<file path="src/rtl/uart_tx_slave.sv">
// uart_tx_slave: memory-mapped 8N1 UART transmitter with a small TX FIFO,
// programmable bit period and a registered read-data port.
module uart_tx_slave #(
    parameter int BUS_WIDTH     = 32,
    parameter int FIFO_DEPTH    = 4,
    parameter int RESET_BAUDDIV = 867
) (
    input  logic                 i_Clk,
    input  logic                 i_Rst_n,
    input  logic                 i_WEnable,
    input  logic [BUS_WIDTH-1:0] i_WAddr,
    input  logic [BUS_WIDTH-1:0] i_WData,
    input  logic                 i_REnable,
    input  logic [BUS_WIDTH-1:0] i_RAddr,
    output logic [BUS_WIDTH-1:0] o_RData,
    output logic                 o_Tx,
    output logic                 o_Irq
);

    localparam int AW = $clog2(FIFO_DEPTH);
    localparam int CW = AW + 1;

    typedef enum logic [1:0] {
        IDLE,
        START,
        DATA,
        STOP
    } state_t;

    state_t          state;
    state_t          state_next;

    logic [7:0]      fifo_mem [FIFO_DEPTH];
    logic [AW-1:0]   rd_ptr;
    logic [AW-1:0]   wr_ptr;
    logic [CW-1:0]   count;

    logic [15:0]     bauddiv;
    logic            txen;
    logic            irqen;
    logic            ovf;

    logic [7:0]      shift;
    logic [15:0]     divisor;
    logic [15:0]     baud_cnt;
    logic [2:0]      bit_cnt;

    logic            wr_en;
    logic            rd_en;
    logic            fifo_full;
    logic            fifo_empty;
    logic            busy;
    logic            bit_end;
    logic            pop;
    logic            push_req;
    logic            push_ok;
    logic [BUS_WIDTH-1:0] rd_mux;
    logic            unused_bits;

    // Strobes only count when driven to a clean 1, so a floating bus reads as idle.
    assign wr_en      = (i_WEnable === 1'b1);
    assign rd_en      = (i_REnable === 1'b1);
    assign fifo_full  = (count == CW'(FIFO_DEPTH));
    assign fifo_empty = (count == '0);
    assign busy       = (state != IDLE);
    assign bit_end    = (baud_cnt == divisor);
    // A frame starts either from idle or directly at the end of a stop bit.
    assign pop        = txen && !fifo_empty &&
                        ((state == IDLE) || ((state == STOP) && bit_end));
    assign push_req   = wr_en && (i_WAddr[1:0] == 2'd0);
    assign push_ok    = push_req && (!fifo_full || pop);
    assign o_Irq      = irqen && fifo_empty && !busy;
    assign unused_bits = ^{i_WAddr[BUS_WIDTH-1:2], i_RAddr[BUS_WIDTH-1:2],
                           i_WData[BUS_WIDTH-1:16]};

    // State register for the serialiser.
    always_ff @(posedge i_Clk or negedge i_Rst_n) begin
        if (!i_Rst_n) begin
            state <= IDLE;
        end else begin
            state <= state_next;
        end
    end

    // Next-state logic: each non-idle state advances only at the end of a bit period.
    always_comb begin
        state_next = state;
        unique case (state)
            IDLE:  if (pop) state_next = START;
            START: if (bit_end) state_next = DATA;
            DATA:  if (bit_end && (bit_cnt == 3'd7)) state_next = STOP;
            STOP:  if (bit_end) state_next = pop ? START : IDLE;
            default: state_next = IDLE;
        endcase
    end

    // Line driver: low start bit, LSB-first data, high stop bit and idle.
    always_comb begin
        o_Tx = 1'b1;
        unique case (state)
            START:   o_Tx = 1'b0;
            DATA:    o_Tx = shift[0];
            default: o_Tx = 1'b1;
        endcase
    end

    // Bit timing and shifting; the divisor is latched per frame so BAUDDIV writes wait.
    always_ff @(posedge i_Clk or negedge i_Rst_n) begin
        if (!i_Rst_n) begin
            shift    <= '0;
            divisor  <= '0;
            baud_cnt <= '0;
            bit_cnt  <= '0;
        end else if (pop) begin
            shift    <= fifo_mem[rd_ptr];
            divisor  <= bauddiv;
            baud_cnt <= '0;
            bit_cnt  <= '0;
        end else if (state != IDLE) begin
            if (bit_end) begin
                baud_cnt <= '0;
                if (state == DATA) begin
                    shift   <= shift >> 1;
                    bit_cnt <= bit_cnt + 3'd1;
                end
            end else begin
                baud_cnt <= baud_cnt + 16'd1;
            end
        end
    end

    // FIFO storage has no reset; only the pointers and count define its contents.
    always_ff @(posedge i_Clk) begin
        if (push_ok) begin
            fifo_mem[wr_ptr] <= i_WData[7:0];
        end
    end

    // FIFO pointers and occupancy; a push and pop on one edge leaves the count unchanged.
    always_ff @(posedge i_Clk or negedge i_Rst_n) begin
        if (!i_Rst_n) begin
            rd_ptr <= '0;
            wr_ptr <= '0;
            count  <= '0;
        end else begin
            if (push_ok) wr_ptr <= wr_ptr + 1'b1;
            if (pop)     rd_ptr <= rd_ptr + 1'b1;
            unique case ({push_ok, pop})
                2'b10:   count <= count + 1'b1;
                2'b01:   count <= count - 1'b1;
                default: count <= count;
            endcase
        end
    end

    // Control registers; a dropped push sets OVF and that takes priority over a clear.
    always_ff @(posedge i_Clk or negedge i_Rst_n) begin
        if (!i_Rst_n) begin
            bauddiv <= 16'(RESET_BAUDDIV);
            txen    <= 1'b0;
            irqen   <= 1'b0;
            ovf     <= 1'b0;
        end else begin
            if (wr_en && (i_WAddr[1:0] == 2'd2)) bauddiv <= i_WData[15:0];
            if (wr_en && (i_WAddr[1:0] == 2'd3)) begin
                txen  <= i_WData[0];
                irqen <= i_WData[1];
            end
            if (push_req && !push_ok) begin
                ovf <= 1'b1;
            end else if (wr_en && (i_WAddr[1:0] == 2'd1) && i_WData[6]) begin
                ovf <= 1'b0;
            end
        end
    end

    // Read-data mux built from pre-edge register values.
    always_comb begin
        rd_mux = '0;
        unique case (i_RAddr[1:0])
            2'd1: begin
                rd_mux[0]   = fifo_full;
                rd_mux[1]   = fifo_empty;
                rd_mux[2]   = busy;
                rd_mux[5:3] = 3'(count);
                rd_mux[6]   = ovf;
            end
            2'd2:    rd_mux[15:0] = bauddiv;
            2'd3:    rd_mux[1:0]  = {irqen, txen};
            default: rd_mux = '0;
        endcase
    end

    // Registered read port; holds its value when no read is requested.
    always_ff @(posedge i_Clk or negedge i_Rst_n) begin
        if (!i_Rst_n) begin
            o_RData <= '0;
        end else if (rd_en) begin
            o_RData <= rd_mux;
        end
    end

endmodule

</file>
<file path="config.mk">
export PLATFORM = sky130hd
export DESIGN_NAME = uart_tx_slave
export DESIGN_NICKNAME = d
export VERILOG_FILES = /design/src/rtl/uart_tx_slave.sv
export SDC_FILE = /design/constraint.sdc
export NUM_CORES = 1
export LEC_CHECK = 0
export CAP_MARGIN = 20
export CELL_PAD_IN_SITES_DETAIL_PLACEMENT = 0
export CELL_PAD_IN_SITES_GLOBAL_PLACEMENT = 1
export CORE_MARGIN = 3
export CORE_UTILIZATION = 44
export CTS_BUF_LIST = sky130_fd_sc_hd__clkbuf_8
export DETAILED_ROUTE_END_ITERATION = 6
export PLACE_DENSITY = 0.89
export SYNTH_ARGS = -nofsm -noshare
export SYNTH_HDL_FRONTEND = slang
export SYNTH_SLANG_ARGS = --single-unit
</file>
<file path="constraint.sdc">
create_clock -name i_Clk -period 5 [get_ports i_Clk]
set_clock_uncertainty 0.2 [all_clocks]
set_input_delay 1.25 -clock i_Clk [delete_from_list [all_inputs] [get_ports i_Clk]]
set_output_delay 1.25 -clock i_Clk [all_outputs]
set_load 0.005 [all_outputs]
</file>
==> Word-level counts from Yosys, hierarchy flattened <==
Memories as Yosys holds them, arrays and structs flattened.
Cells that the tools add are included.
{ "classes": {"addsub": 6, "eq_ne": 20, "muxes": 26, "n_reduce_logical": 30} }
{ "ops": {"columns": ["operator", "count"], "rows": [
  ["$mux W16", 3],
  ["$mux W8", 4],
  ["$add A16 B1 Y16 const B", 1],
  ["$eq A16 B16 Y1", 1],
  ["$eq A2 B2 Y1 const B", 7],
  ["$logic_and A1 B1 Y1", 13],
  ["$mux W3", 4],
  ["$reduce_bool A2 Y1", 6],
  ["$pmux W5 S2", 1],
  ["$mux W9", 1],
  ["$eq A2 B1 Y1 const B", 4],
  ["$mux W2", 4],
  ["$ne A2 B2 Y1 const B", 4],
  ["$pmux W2 S4", 1],
  ["$add A3 B1 Y3 const B", 2],
  ["$eq A3 B3 Y1 const B", 2],
  ["$pmux W2 S3", 1],
  ["$pmux W3 S2", 1],
  ["$mux W1", 5],
  ["$add A2 B1 Y2 const B", 2],
  ["$logic_not A1 Y1", 4],
  ["$logic_not A2 Y1", 2],
  ["$reduce_and A4 Y1", 1],
  ["$logic_not A3 Y1", 1],
  ["5 further kinds", 7]
]} }
{ "totals": {"reg_bits": 87, "ramBits": 32, "in_bits": 100, "out_inout_bits": 34, "wordCells": 96, "memories": 1} }
{ "mem_list": {"columns": ["name", "words", "width", "rd", "rd_ports_with_merged_regs", "wr", "line", "source"], "rows": [
  ["fifo_mem", 4, 8, 1, 0, 1, "33", "logic [7:0] fifo_mem [FIFO_DEPTH];"]
]} }

==> Depth between registers and ports, before layout <==
{ "depth": {"depth_word": 9, "depth_mapped": 11, "ltp_nobuf": 9} }

==> Least setup slack after synthesis <==
OpenSTA, ideal clock, no wires.
{ "synth_timing": {"kind": "reg-to-reg", "startpoint": "reg baud_cnt[0]", "endpoint": "reg count[2]", "setup_time_ns": 0.133, "t_arrival_ns": 2.556, "required_ns": 4.667, "slack_ns": 2.111, "stages_incl_launch_ff": 12, "n_path_buf": 2, "synth_period_minus_slack_ns": 2.889, "cell_sequence": "dfrtp_1 > xnor2_2 > nand4_4 > nor4_4 > a31o_1 > buf_6 > buf_2 > nand2_1 > fa_1 > nor2_1 > nor4b_1 > nor3_2"} }
{ "synth_via": {"elab_chain_cells": 8, "word_cells_on_any_way": 10, "cone_classes": "eq/ne: 3; mux: 1; reduce/logical: 6"} }
{ "synth_lines": {"columns": ["item", "line", "source"], "rows": [
  ["start, declared", "45", "logic [15:0] baud_cnt;"],
  ["start signal, assigned", "127", "baud_cnt <= baud_cnt + 16'd1;"],
  ["$eq A16 B16 Y1 *", "66", "assign bit_end = (baud_cnt == divisor);"],
  ["$logic_and A1 B1 Y1 *", "69", "((state == IDLE) || ((state == STOP) && bit_end));"],
  ["$logic_or A1 B1 Y1 *", "69", null],
  ["$logic_and A1 B1 Y1 *", "68", "assign pop = txen && !fifo_empty &&"],
  ["$logic_or A1 B1 Y1", "71", "assign push_ok = push_req && (!fifo_full || pop);"],
  ["$logic_and A1 B1 Y1", "71", null],
  ["$eq A2 B1 Y1 / $eq A2 B2 Y1 (equally long branches)", "148", "unique case ({push_ok, pop})"],
  ["$pmux W3 S2 / $reduce_bool A2 Y1 (equally long branches)", null, null],
  ["end signal, assigned", "149", "2'b10: count <= count + 1'b1;"],
  ["end signal, assigned", "150", "2'b01: count <= count - 1'b1;"],
  ["end signal, assigned", "151", "default: count <= count;"],
  ["end, declared", "36", "logic [CW-1:0] count;"]
]} }
Every way passes the cells marked *; elsewhere a longest branch is shown, timed or not.
A chain may end at the register's enable or synchronous reset.

==> Final worst setup path <==
{ "layout_timing": {"startpoint": "reg state[0]", "endpoint": "out o_Irq"} }
{ "layout_via": {"elab_chain_cells": 3} }
{ "layout_lines": {"columns": ["item", "line", "source"], "rows": [
  ["start, declared", "30", "state_t state;"],
  ["start signal, assigned", "81", "state <= state_next;"],
  ["$reduce_bool A2 Y1", "65", "assign busy = (state != IDLE);"],
  ["$logic_not A1 Y1", "72", "assign o_Irq = irqen && fifo_empty && !busy;"],
  ["$logic_and A1 B1 Y1", "72", null],
  ["end, declared", "17", "output logic o_Irq"]
]} }
No other way between the ends.

==> flow_metrics.tcl <==
set metrics [dict create \
    outcome "complete, no violations" \
    die_x_um 118.7 \
    finalSetupViolCount 0 \
    coreArea_mm2 0.01221 \
    drtAntennaViolNets 0 \
    critPathKind "register to output pin" \
    hp-class "register to register" \
    p_switching_mw 1.036 \
    final_nets 599 \
    gp_congestion 0.8367 \
    num_rows 40 \
    cts_tree "built" \
    seqCellArea_mm2 0.003146 \
    pwr-share-clk 0.257 \
    switching_share 0.3247 \
    num_antenna_cells 0 \
    clock-sinks 119 \
    finalInstanceArea_mm2 0.006462 \
    dpl.hpwl_mm 7.194 \
    fin_tns_setup_ns 0 \
    worst_slew_pin_slew_ns 0.8488 \
    p_seq_frac 0.456 \
    relSlewSlack 0.4324 \
    syn-cell-area_mm2 0.005587 \
    drc_errors 0 \
    ys_types 54 \
    first_global_vias 3422 \
    ys_async_sr_fraction 0.7311 \
    ioPinCount 134 \
    critPathLaunchType "register" \
    cts_made_buffers 17 \
    max-vdd-ir-drop_uv 278.2 \
    critPathRequiredTime_ns 3.55 \
    arrival_ns 1.99 \
    drt-total-wl_mm 10.39 \
    overflow 0 \
    port_buffers 41 \
    num_vias 3398 \
    yosys.area.top_type "dfrtp_1" \
    fin_hold_ws_ns 0.3289 \
    synth.avg_cell_area_um2 12.73 \
    power.leakage_nw 2.689 \
    yosysMostFrequentCell "dfrtp_1" \
    fill_cells 1021 \
    period_minus_slack_ns 3.435 \
    synth_top_area_share 0.3628 \
    yosysWarnings 0 \
    critPathCapture "o_Irq" \
    die-area_mm2 0.01408 \
    multiInputGateArea_mm2 0.002181 \
    r2r_slack_ns 1.63 \
    fin_crit_sh 0.6871 \
    drive_gt1_frac 0.1915 \
    antenna_found_initial 0 \
    r2r_start "baud_cnt[14]$_DFFE_PN0P_" \
    r2r_cells 10 \
    grt_usage 0.1568 \
    drtIter0Drc 203 \
    via_per_inst 5.117 \
    insertion_delay_ns 0.42 \
    netlist_top_cells_count "dfrtp_1 (81), mux2_2 (35), edfxtp_1 (32), inv_1 (27)" \
    fmax_ghz 0.2911 \
    die_y_um 118.7 \
    synth-edff-count 32 \
    drv_slew 0 \
    crit_start "state[0]$_DFFE_PN0P_" \
    synth_area_leaders "dfrtp_1 (36%), edfxtp_1 (17%), mux2_2 (7.1%)" \
    maxCapViolCount 0 \
    min_from "o_RData[9]$_DFFE_PN0P_" \
    timing.final.hold_violations 0 \
    synth-seq-area-share 0.5630 \
    synthCells 439 \
    cts.repair.resized 0 \
    grt_max_degree 88 \
    cts.htree.levels 4 \
    worst-path-max-fanout 6 \
    p_comb_frac 0.287 \
    grt_pass1_wl_mm 17.55 \
    cts.hold.buffers_added 0 \
    root_buffer "clkbuf_8" \
    synth-seq-cells 119 \
    internal-power_mw 2.155 \
    cp-end-kind "output pin" \
    drt-pass1-iter-count 4 \
    synth_top_flop_cell "dfrtp_1" \
    dpl_cell_area_mm2 0.006053 \
    post_cts_buffers 0 \
    power_density_mw_per_mm2 493.8 \
    rsz0062_at_grt "no" \
    wl_per_cell_um 15.64 \
    syn2layout_area_growth_pct 15.68 \
    r2r-end "count[2]$_DFFE_PN0P_" \
    cts.clk_slew.worst_paths_ns 0.07 \
    start_util 0.4575 \
    cts_buffer_depth 2 \
]
[power groups by stage]
stage	Sequential, mW	Clock (mW)	Combinational [mW]
final	1.45	0.820	0.917
after floorplan	1.37	0	0.780
after CTS	1.45	0.835	0.927
after global placement	1.46	0	0.882
after global routing	1.49	0.896	1.02
after detailed placement	1.47	0	0.924
[metrics by stage]
stage	setup WS (ns)	total power, mW	utilization	std cells
6_report	1.565	3.191	0.5292	664
2_1_floorplan	2.111	2.145	-	454
4_1_cts	1.539	3.216	0.5269	663
3_5_place_dp	1.257	2.394	0.4957	631
3_3_place_gp	1.299	2.340	0.4957	631
5_1_grt	1.411	3.405	0.5292	664
[sequential cells by signal (all words and copies together) (netlist names), 2 cells and up]
| name | cells |
|---|---|
| rd_ptr | 2 |
| divisor | 16 |
| fifo_mem | 32 |
| bit_cnt | 3 |
| count | 3 |
| shift | 8 |
| state | 2 |
| bauddiv | 16 |
| baud_cnt | 16 |
| o_RData | 16 |
| wr_ptr | 2 |
[per-layer routing]
| metal | GRT usage | wire length (um) | up-vias |
|---|---|---|---|
| li1 | - | - | 1599 |
| met1 | 0.2117 | 4790 | 1706 |
| met2 | 0.2487 | 5042 | 82 |
| met3 | 0.04019 | 437 | 11 |
| met4 | 0.05069 | 115 | 0 |
| met5 | 0 | 0 | - |
[worst min-delay path by stage]
stage / endpoint / cells past startpoint / slack (ns)
after CTS: o_RData[13]$_DFFE_PN0P_ / 2 / 0.33
after global placement: bit_cnt[1]$_DFFE_PN0P_ / 2 / 0.31
after floorplan: o_RData[10]$_DFFE_PN0P_ / 2 / 0.28
after global routing: divisor[9]$_DFFE_PN0N_ / 1 / 0.35
after detailed placement: o_RData[12]$_DFFE_PN0P_ / 2 / 0.32
final: o_RData[9]$_DFFE_PN0P_ / 2 / 0.33
[cell usage in the layout, fill, tap and decap left out, drive strengths merged, types with 13 or more instances in the layout]
cell type       n
dfrtp          81
mux2i          13
edfxtp         32
conb           16
nor2           27
nand2          26
clkdlybuf4s50  40
xnor2          24
clkbuf         18
nand3          17
inv            29
ha             15
mux2           36
o21ai          24
[critical path: stages (launching register included)]
cell	delay (ns)
dfrtp_1	0.44
inv_1	0.10
ha_1	0.30
and3_1	0.21
clkdlybuf4s50_1	0.51
[cell type report]
cell class,instances,area share
sequential,119,0.4867
multi-input combinational,275,0.3375
timing repair buffer,43,0.06854
clock buffer,18,0.03833
tap,168,0.03253
clock inverter,14,0.02072
inverter,27,0.01568
[cell families (layout without fill, tap and decap cells)]
group           after synthesis  count (layout)  synth area share
compound gates               52              52           0.06159
xor+xnor                     32              32           0.05689
fa+ha+maj                    16              16           0.03718
buf+inv                      60             102           0.05666
flops                       119             119            0.5630
mux                          57              57            0.1281
other cells                   1              16         0.0006712
simple gates                102             102           0.09586
Note: power is estimated with default switching activity, not from simulation.
